--- config.mk ---
export PLATFORM = sky130hd
export DESIGN_NAME = control_unit
export DESIGN_NICKNAME = d
export VERILOG_FILES = /design/src/rtl/control_unit_pkg.sv /design/src/rtl/control_decode.sv /design/src/rtl/control_unit.sv
export SDC_FILE = /design/constraint.sdc
export NUM_CORES = 1
export LEC_CHECK = 0
export ABC_AREA = 1
export CAP_MARGIN = 20
export CORE_MARGIN = 4
export CORE_UTILIZATION = 43
export CTS_CLUSTER_DIAMETER = 150
export DETAILED_ROUTE_END_ITERATION = 8
export HOLD_SLACK_MARGIN = 0.15
export PLACE_DENSITY = 0.79
export SLEW_MARGIN = 20
export SYNTH_ARGS = -nofsm -noshare
export SYNTH_HDL_FRONTEND = slang
export SYNTH_SLANG_ARGS = --single-unit
--- constraint.sdc ---
create_clock -name clk -period 2 [get_ports clk]
set_input_delay 0.2 -clock clk [delete_from_list [all_inputs] [get_ports clk]]
set_output_delay 0.2 -clock clk [all_outputs]
set_load 0.01 [all_outputs]
--- src/rtl/control_unit_pkg.sv ---
// Shared ISA opcodes and control-signal encodings for the control unit and its decoder.
package control_unit_pkg;

    localparam logic [6:0] OPC_LOAD     = 7'b0000011;
    localparam logic [6:0] OPC_MISC_MEM = 7'b0001111;
    localparam logic [6:0] OPC_OP_IMM   = 7'b0010011;
    localparam logic [6:0] OPC_AUIPC    = 7'b0010111;
    localparam logic [6:0] OPC_STORE    = 7'b0100011;
    localparam logic [6:0] OPC_OP       = 7'b0110011;
    localparam logic [6:0] OPC_LUI      = 7'b0110111;
    localparam logic [6:0] OPC_BRANCH   = 7'b1100011;
    localparam logic [6:0] OPC_JALR     = 7'b1100111;
    localparam logic [6:0] OPC_JAL      = 7'b1101111;
    localparam logic [6:0] OPC_SYSTEM   = 7'b1110011;

    typedef enum logic [1:0] {
        FETCH = 2'd0,
        EXEC  = 2'd1,
        MEM   = 2'd2,
        HALT  = 2'd3
    } state_t;

    typedef enum logic {
        ADDR_ALU = 1'b0,
        ADDR_PC  = 1'b1
    } addr_sel_t;

    typedef enum logic [1:0] {
        RD_ALU = 2'b00,
        RD_MEM = 2'b01,
        RD_CSR = 2'b10,
        RD_NPC = 2'b11
    } rd_sel_t;

    typedef enum logic [1:0] {
        ALU1_RS = 2'b00,
        ALU1_PC = 2'b01,
        ALU1_ZR = 2'b10
    } alu1_sel_t;

    typedef enum logic [1:0] {
        ALU2_RS = 2'b00,
        ALU2_IM = 2'b01,
        ALU2_IS = 2'b10
    } alu2_sel_t;

    typedef enum logic [3:0] {
        CLS_OP       = 4'd0,
        CLS_OPIMM    = 4'd1,
        CLS_OPIMM_SH = 4'd2,
        CLS_LUI      = 4'd3,
        CLS_AUIPC    = 4'd4,
        CLS_JAL      = 4'd5,
        CLS_JALR     = 4'd6,
        CLS_BRANCH   = 4'd7,
        CLS_LOAD     = 4'd8,
        CLS_STORE    = 4'd9,
        CLS_FENCE    = 4'd10,
        CLS_CSR      = 4'd11,
        CLS_ILLEGAL  = 4'd12
    } iclass_t;

    // Shift-immediate forms take the short shamt operand instead of the full immediate.
    function automatic logic is_shift_f3(input logic [2:0] f3);
        return (f3 == 3'b001) || (f3 == 3'b101);
    endfunction

    function automatic logic is_halting_system_f3(input logic [2:0] f3);
        return (f3 == 3'b000) || (f3 == 3'b100);
    endfunction

endpackage

--- src/rtl/control_decode.sv ---
// Combinational opcode classifier: maps opcode/funct3 to an instruction class.
module control_decode
    import control_unit_pkg::*;
(
    input  logic [6:0] opcode,
    input  logic [2:0] f3,
    output iclass_t    iclass,
    output logic       illegal
);

    // Classify the instruction; anything unrecognised falls to CLS_ILLEGAL.
    always_comb begin
        iclass = CLS_ILLEGAL;
        if (opcode[1:0] != 2'b11) begin
            iclass = CLS_ILLEGAL;
        end else begin
            case (opcode)
                OPC_OP:       iclass = CLS_OP;
                OPC_OP_IMM:   iclass = is_shift_f3(f3) ? CLS_OPIMM_SH : CLS_OPIMM;
                OPC_LUI:      iclass = CLS_LUI;
                OPC_AUIPC:    iclass = CLS_AUIPC;
                OPC_JAL:      iclass = CLS_JAL;
                OPC_JALR:     iclass = CLS_JALR;
                OPC_BRANCH:   iclass = CLS_BRANCH;
                OPC_LOAD:     iclass = CLS_LOAD;
                OPC_STORE:    iclass = CLS_STORE;
                OPC_MISC_MEM: iclass = CLS_FENCE;
                OPC_SYSTEM:   iclass = is_halting_system_f3(f3) ? CLS_ILLEGAL : CLS_CSR;
                default:      iclass = CLS_ILLEGAL;
            endcase
        end
    end

    assign illegal = (iclass == CLS_ILLEGAL);

endmodule

--- src/rtl/control_unit.sv ---
// Multi-cycle control FSM (FETCH/EXEC/MEM/HALT) driving datapath strobes and selects.
module control_unit
    import control_unit_pkg::*;
#(
    parameter state_t RESET_STATE = FETCH
) (
    input  logic       clk,
    input  logic       rst,
    input  logic       mem_complete,
    input  logic [6:0] opcode,
    input  logic [2:0] f3,
    output logic       write_pc,
    output logic       write_pc_ne,
    output logic       write_pc_ex,
    output logic       write_ir,
    output logic       write_rd,
    output logic       write_csr,
    output logic       mem_read,
    output logic       mem_write,
    output logic       addr_sel,
    output logic [1:0] rd_sel,
    output logic [1:0] alu_insel1,
    output logic [1:0] alu_insel2,
    output logic       illegal
);

    state_t  state;
    logic    mem_is_store;
    iclass_t iclass;
    logic    dec_illegal;

    control_decode u_decode (
        .opcode  (opcode),
        .f3      (f3),
        .iclass  (iclass),
        .illegal (dec_illegal)
    );

    // State register; the load/store direction is latched on entry to MEM.
    always_ff @(posedge clk or posedge rst) begin
        if (rst) begin
            state        <= RESET_STATE;
            mem_is_store <= 1'b0;
        end else begin
            case (state)
                FETCH: begin
                    if (mem_complete) state <= EXEC;
                end
                EXEC: begin
                    if (dec_illegal) begin
                        state <= HALT;
                    end else if ((iclass == CLS_LOAD) || (iclass == CLS_STORE)) begin
                        state        <= MEM;
                        mem_is_store <= (iclass == CLS_STORE);
                    end else begin
                        state <= FETCH;
                    end
                end
                MEM: begin
                    if (mem_complete) state <= FETCH;
                end
                HALT:    state <= HALT;
                default: state <= RESET_STATE;
            endcase
        end
    end

    // Output decode; reset forces everything low so an in-flight request is dropped at once.
    always_comb begin
        write_pc_ne = 1'b0;
        write_pc_ex = 1'b0;
        write_ir    = 1'b0;
        write_rd    = 1'b0;
        write_csr   = 1'b0;
        mem_read    = 1'b0;
        mem_write   = 1'b0;
        addr_sel    = ADDR_ALU;
        rd_sel      = RD_ALU;
        alu_insel1  = ALU1_RS;
        alu_insel2  = ALU2_RS;
        illegal     = 1'b0;
        if (rst) begin
            illegal = 1'b0;
        end else begin
            case (state)
                FETCH: begin
                    mem_read = 1'b1;
                    addr_sel = ADDR_PC;
                    write_ir = mem_complete;
                end
                EXEC: begin
                    case (iclass)
                        CLS_OP: begin
                            write_rd    = 1'b1;
                            write_pc_ne = 1'b1;
                        end
                        CLS_OPIMM, CLS_OPIMM_SH: begin
                            alu_insel2  = (iclass == CLS_OPIMM_SH) ? ALU2_IS : ALU2_IM;
                            write_rd    = 1'b1;
                            write_pc_ne = 1'b1;
                        end
                        CLS_LUI, CLS_AUIPC: begin
                            alu_insel1  = (iclass == CLS_LUI) ? ALU1_ZR : ALU1_PC;
                            alu_insel2  = ALU2_IM;
                            write_rd    = 1'b1;
                            write_pc_ne = 1'b1;
                        end
                        CLS_JAL, CLS_JALR: begin
                            alu_insel1  = (iclass == CLS_JAL) ? ALU1_PC : ALU1_RS;
                            alu_insel2  = ALU2_IM;
                            rd_sel      = RD_NPC;
                            write_rd    = 1'b1;
                            write_pc_ex = 1'b1;
                        end
                        CLS_BRANCH: begin
                            alu_insel1  = ALU1_PC;
                            alu_insel2  = ALU2_IM;
                            write_pc_ne = 1'b1;
                            write_pc_ex = 1'b1;
                        end
                        CLS_LOAD, CLS_STORE: begin
                            alu_insel2 = ALU2_IM;
                        end
                        CLS_FENCE: begin
                            write_pc_ne = 1'b1;
                        end
                        CLS_CSR: begin
                            rd_sel      = RD_CSR;
                            write_csr   = 1'b1;
                            write_rd    = 1'b1;
                            write_pc_ne = 1'b1;
                        end
                        default: begin
                            write_pc_ne = 1'b0;
                        end
                    endcase
                end
                MEM: begin
                    addr_sel   = ADDR_ALU;
                    alu_insel2 = ALU2_IM;
                    mem_read   = ~mem_is_store;
                    mem_write  = mem_is_store;
                    if (mem_complete) begin
                        write_pc_ne = 1'b1;
                        write_rd    = ~mem_is_store;
                        rd_sel      = mem_is_store ? RD_ALU : RD_MEM;
                    end else begin
                        write_pc_ne = 1'b0;
                    end
                end
                HALT: begin
                    illegal = 1'b1;
                end
                default: begin
                    illegal = 1'b0;
                end
            endcase
        end
    end

    assign write_pc = write_pc_ne | write_pc_ex;

endmodule

==> results of run 1 <==
cell type report:
class,count,area (um^2)
inverter,22,82.6
timing repair buffer,60,480
tap,16,20.0
fill,92,233
sequential,3,75.1
clock buffer,4,26.3
multi-input combinational,109,642
logic make-up (layout without fill, tap and decap cells):
group | Yosys count | in the layout | share of synthesized area [%]
AND/OR/NAND/NOR | 94 | 94 | 63.1
flip-flops | 3 | 3 | 10.3
AO/OA/AOI/OAI | 11 | 11 | 8.03
adder cells (fa/ha/maj) | 4 | 4 | 6.84
buffers and inverters | 23 | 86 | 11.8
report_power, final:
group	leakage (nW)	internal [mW]	switching (mW)	total, mW
Clock	0.0150	0.0745	0.0275	0.102
Sequential	0.0360	0.0924	0.0198	0.112
Combinational	0.747	0.247	0.325	0.572
layer usage:
layer  vias to the layer above  wire length [um]  share of wire (%)  global-route usage [%]
li1                        555                 -                  -                       -
met1                       538              1170                 40                    27.7
met2                        59              1440                 49                    43.8
met3                        14               220                7.6                    3.67
met4                         0                82                2.8                    6.16
met5                         -                 0                  0                       0
sequential cells by signal, indices dropped and copies added, names as in the netlist:
name / count
mem_is_store: 1
state: 2
cells in the final DEF (no fill, tap or decap):
| cell | netlist | routed |
|---|---|---|
| dlygate4sd2_1 | 0 | 10 |
| a21oi_1 | 6 | 6 |
| clkbuf_4 | 0 | 3 |
| nand2_4 | 1 | 2 |
| nand3b_2 | 1 | 1 |
| clkdlybuf4s15_1 | 0 | 2 |
| o21ai_0 | 4 | 3 |
| buf_2 | 0 | 2 |
| clkbuf_2 | 0 | 4 |
| nor3_2 | 0 | 1 |
| dfrtp_1 | 3 | 3 |
| inv_2 | 4 | 5 |
| dlymetal6s2s_1 | 0 | 2 |
| nand2_1 | 36 | 33 |
| buf_4 | 0 | 33 |
| nand4_1 | 4 | 4 |
| a21oi_2 | 1 | 1 |
| ha_1 | 4 | 3 |
| nand2_2 | 6 | 8 |
| nor3_4 | 1 | 1 |
| nor3_1 | 4 | 3 |
| ha_2 | 0 | 1 |
| nand3_1 | 11 | 9 |
| o21ai_2 | 0 | 1 |
| nand3_2 | 1 | 3 |
| clkbuf_1 | 1 | 1 |
| inv_1 | 18 | 17 |
| nor2_2 | 2 | 7 |
| clkdlybuf4s50_1 | 0 | 7 |
| nand3b_1 | 2 | 2 |
| nor3b_2 | 1 | 1 |
| nor2_1 | 22 | 14 |
| nor2_4 | 1 | 4 |
| or2_4 | 0 | 1 |
per-stage QoR:
stage / setup slack (ns) / TNS, ns / hold slack [ns]
floorplan: 0.522 / 0 / 0.144
detailed placement: -0.494 / -4.62 / 0.537
global route: -0.0668 / -0.177 / 0.317
finish: 0.0392 / 0 / 0.319
CTS: 0.00784 / 0 / 0.305
global placement: -0.454 / -4.28 / 0.539
cells in the mapped netlist (all sizes together):
library cell,n
or2,1
nand2,43
nand3b,3
nor3,5
dfrtp,3
ha,4
a21oi,7
nor3b,1
clkbuf,1
inv,22
nand3,12
nand4,4
o21ai,4
nor2,25
path summary, 6_finish.rpt:
| kind | depth (start not counted) | startpoint | slack [ns] | end |
|---|---|---|---|---|
| hold / removal | 3 | rst | 0.32 | state[1] |
| max in group asynchronous | 3 | rst | 1.59 | mem_is_store |
| setup reg to reg | 7 | state[1] | 0.50 | state[0] |
| setup / recovery | 10 | opcode[0] | 0.04 | alu_insel2[0] |
| min in group clk | 2 | mem_is_store | 0.56 | mem_is_store |
| hold reg to reg | 2 | mem_is_store | 0.56 | mem_is_store |
worst max-delay path: cells and delay by family:
family,cells,cell delay (ns)
buffers and inverters,4,0.84
AND/OR/NAND/NOR,5,0.61
AO/OA/AOI/OAI,1,0.11
what timing repair did:
action,CTS,global route
resized for setup,38,21
buffers inserted,5,2
pin swaps,7,5
setup endpoints to repair,11,10
==> flow_summary_export.csv, run 1 <==
group,metric,value,unit
run_status,status,"completed",
logic_synthesis,ys_top_cells_by_area,"nand2_1, nor2_1, dfrtp_1",
global_route,grt_pass1_vias,1120,
global_route,grt_pass1_wl,4730,um
finish,syn2layout_area_growth,81.2,%
sta,final_max_slew_viol_count,0,
setup_path,arrival,1.76,ns
clock_network,clk_pin_slew,0.04,ns
die,row_count,14,
logic_synthesis,synth_top_area_share,18.5,%
power_and_ir_drop,power.leakage,0.798,nW
logic_synthesis,netlist.top_cell.by_area,"nand2_1",
sta,period_share,98.0,%
flow_run,max_cap_violations,0,
sta,slew_headroom,79.5,%
setup_path,crit_fanout,5,
route,ant_nets,0,
clock_network,clk_latency,0.22,ns
logic_synthesis,synth_area,732,um^2
setup_path,worstSetupStartpointType,"input port",
global_route,grt_max_degree,8,
clock_network,cts_tree,"built",
logic_synthesis,synth_cell_types,23,
logic_synthesis,syn_inst,135,
setup_path,end_kind,"primary output",
clock_network,cts_buffer_depth,2,
logic_synthesis,syn_avg_cell_area,5.42,um^2
placement,hpwl,2100,um
route,wl_per_cell,13.6,um
finish,num-nets-final,216,
logic_synthesis,ys_ff_latch,3,
die,die_x,49.3,um
route,viasPerCell,5.45,
die,core_area,0.00156,mm^2
die,dieArea,0.00243,mm^2
setup_path,crit_required,1.80,ns
setup_path,cpMaxStageDelayCell,"nor3_4",
finish,final_area,0.00133,mm^2
finish,utilization,85.1,%
sta,fmax,510,MHz
power_and_ir_drop,fin_total_pwr,786,uW
clock_network,clockRootBuffer,"clkbuf_4",
die,fp.dieH,49.3,um
logic_synthesis,synth_nets,152,
sta,fin_crit,1.96,ns
setup_path,slowest_delay,0.30,ns
clock_network,cts_sinks,3,
power_and_ir_drop,ir_worst_vdd,0.000872,V
global_route,antenna_found_initial,0,
setup_path,worstPathCellList,"dlygate4sd2_1 -> nand2_2 -> nor3_4 -> buf_4 -> nand3b_1 -> buf_4 -> nand2_1 -> nand2_1 -> a21oi_1 -> dlygate4sd2_1",
route,drc,0,
placement,dp.cells,203,
logic_synthesis,yosysWarningCount,0,
sta,fin_worst_skew,0.00114,ns
global_route,overflow,0,
clock_network,ctsHtreeMaxLevel,1,
finish,antenna_cells,0,
sta,tightest_slew,0.307,ns
placement,placed_area,0.00121,mm^2
global_route,grt.total_usage,23.6,%
route,dr.pass1.iters,4,
route,routed_wl,2910,um
logic_synthesis,synth_seq_area_share,10.3,%
sta,finalSetupViolations,0,
placement,io_buffers,27,
power_and_ir_drop,power.density,593,mW/mm^2
finish,drive_above_1_share,39.9,%
route,vias,1166,
die,initial_core_util,47.0,%
setup_path,worstSetupPathType,"in2out",
worst_hold_path,hold_class,"in2async",
sta,hold_viol,0,
placement,place_congestion,0.875,
clock_network,cts-hold-fix-buffers,0,
die,top_level_ports,29,
route,drt_iter0_markers,46,
clock_network,cts_inserted_buffers,3,
finish,fin_cells,214,
Power figures use the tool's default switching activity.
==> inputs of run 2 (changes only) <==
CORE_AREA = 4 4 41 43   (was default)
CORE_MARGIN = default   (was 4)
CORE_UTILIZATION = default   (was 43)
DIE_AREA = 0 0 45 47   (was default)
DONT_BUFFER_PORTS = 1   (was default)
PLACE_DENSITY = 0.7   (was 0.79)
==> flow_summary_export.csv, run 2 (synthesis results as in run 1) <==
group,metric,value,unit
clock_network,ctsHtreeMaxLevel,1,
finish,reg_top3,"state (2), mem_is_store (1)",
route,vias,811,
sta,slew_headroom,73.0,%
route,wl_per_cell,11.4,um
clock_network,clockRootBuffer,"clkbuf_4",
route,viasPerCell,5.27,
die,fp.dieH,47,um
sta,setup_slack,0.150,ns
setup_path,crit_required,1.80,ns
sta,finalSetupViolations,0,
setup_path,worstSetupStartpointType,"flop",
finish,syn2layout_area_growth,7.35,%
clock_network,post_cts_buffers,0,
die,row_count,13,
sta,hold_viol,0,
die,dieArea,0.00212,mm^2
finish,utilization,60.4,%
clock_network,clk_latency,0.23,ns
sta,final_max_slew_viol_count,0,
power_and_ir_drop,fin_total_pwr,577,uW
sta,period_share,92.5,%
setup_path,worstSetupPathType,"reg2out",
clock_network,cts_sinks,3,
power_and_ir_drop,power.leakage,0.478,nW
global_route,grt_pass1_vias,751,
setup_path,end_kind,"primary output",
placement,io_buffers,0,
sta,fin_crit,1.85,ns
power_and_ir_drop,ir_worst_vdd,0.000503,V
route,routed_wl,1750,um
setup_path,crit_fanout,5,
die,initial_core_util,56.3,%
sta,fmax,541,MHz
setup_path,worstPathCellList,"inv_1 -> ha_1 -> inv_1 -> nor2_2 -> nand2_1 -> nand3b_2 -> nand2_1",
run_status,status,"completed",
die,core_area,0.00130,mm^2
finish,largest_register_ffs,2,
placement,dp_slack,0.364,ns
setup_path,crit_buf_inv,2,
global_route,overflow,0,
global_route,antenna_found_initial,0,
die,top_level_ports,29,
global_route,grt_max_degree,9,
setup_path,cpMaxStageDelayCell,"dfrtp_1",
clock_network,cts_inserted_buffers,3,
placement,hpwl,1500,um
sta,fin_worst_skew,0.00335,ns
route,dr.pass1.iters,4,
power_and_ir_drop,power.density,735,mW/mm^2
finish,num-nets-final,157,
finish,largest-register,"state",
setup_path,cpLargestDelayFamily,"simple AND/OR/NAND/NOR gates",
setup_path,slowest_delay,0.41,ns
worst_hold_path,hold_class,"in2reg",
flow_run,max_cap_violations,0,
route,drt_iter0_markers,11,
sta,holdWs,0.186,ns
setup_path,arrival,1.65,ns
placement,place_congestion,0.848,
finish,layout_common_cells,"nand2_1, nor2_1, inv_1, nand3_1",
clock_network,cts_tree,"built",
finish,antenna_cells,0,
route,ant_nets,0,
route,drc,0,
clock_network,clk_pin_slew,0.03,ns
clock_network,cts_buffer_depth,2,
global_route,grt_pass1_wl,3020,um
finish,fin_cells,154,
placement,dp.cells,149,
global_route,grt.total_usage,18.9,%
die,die_x,45,um
sta,tightest_slew,0.402,ns
finish,drive_above_1_share,17.3,%
finish,mostFrequentLayoutCell,"nand2_1",
## run 2: layer usage
metal | vias to the layer above | part of all wire, % | GRT usage [%]
li1 | 436 | - | -
met1 | 351 | 49 | 25.8
met2 | 24 | 42 | 29.1
met3 | 0 | 9.5 | 4.21
met4 | 0 | 0 | 7.02
met5 | - | 0 | 0
## run 2: path summary, 6_finish.rpt
check,slack [ns],cells after the start,endpoint,from
max,0.15,7,rd_sel[1],state[1]
max reg2reg,0.55,7,state[0],state[0]
min,0.19,3,state[1],mem_complete
min in group asynchronous,0.31,2,mem_is_store,rst
min reg2reg,0.56,2,state[1],state[1]
max in group asynchronous,1.54,2,state[1],rst
## run 2: per-stage QoR
step                      TNS [ns]  area, um^2
final                            0         786
after floorplan                  0         732
after detailed placement         0         747
after CTS                        0         783
after global routing       -0.0108         786
after global placement           0         747
## run 2: worst reg2reg max path, delay by kind of cell (launching register included)
family          cells  cell delay (ns)
fa+ha+maj           1             0.22
flops               1             0.40
buf+inv             3             0.25
compound gates      2             0.33
simple gates        1             0.12
## run 2: power by group
group	leakage [nW]	switching, mW	internal, mW
clock	0.0150	0.0284	0.0746
combinational	0.427	0.237	0.117
sequential	0.0360	0.0281	0.0923
## run 2: repair_timing
item                                   in CTS  in global routing
resized for setup                           0                  1
setup endpoints to repair                   0                  2
endpoints found under the hold margin       3                  0
hold buffers                                1                  0
## run 2: layout make-up
class                      instances  area (um^2)
multi-input combinational        109          573
fill                             144          515
tap                               15         18.8
sequential                         3         75.1
timing repair buffer               1         10.0
inverter                          22         82.6
clock buffer                       4         26.3
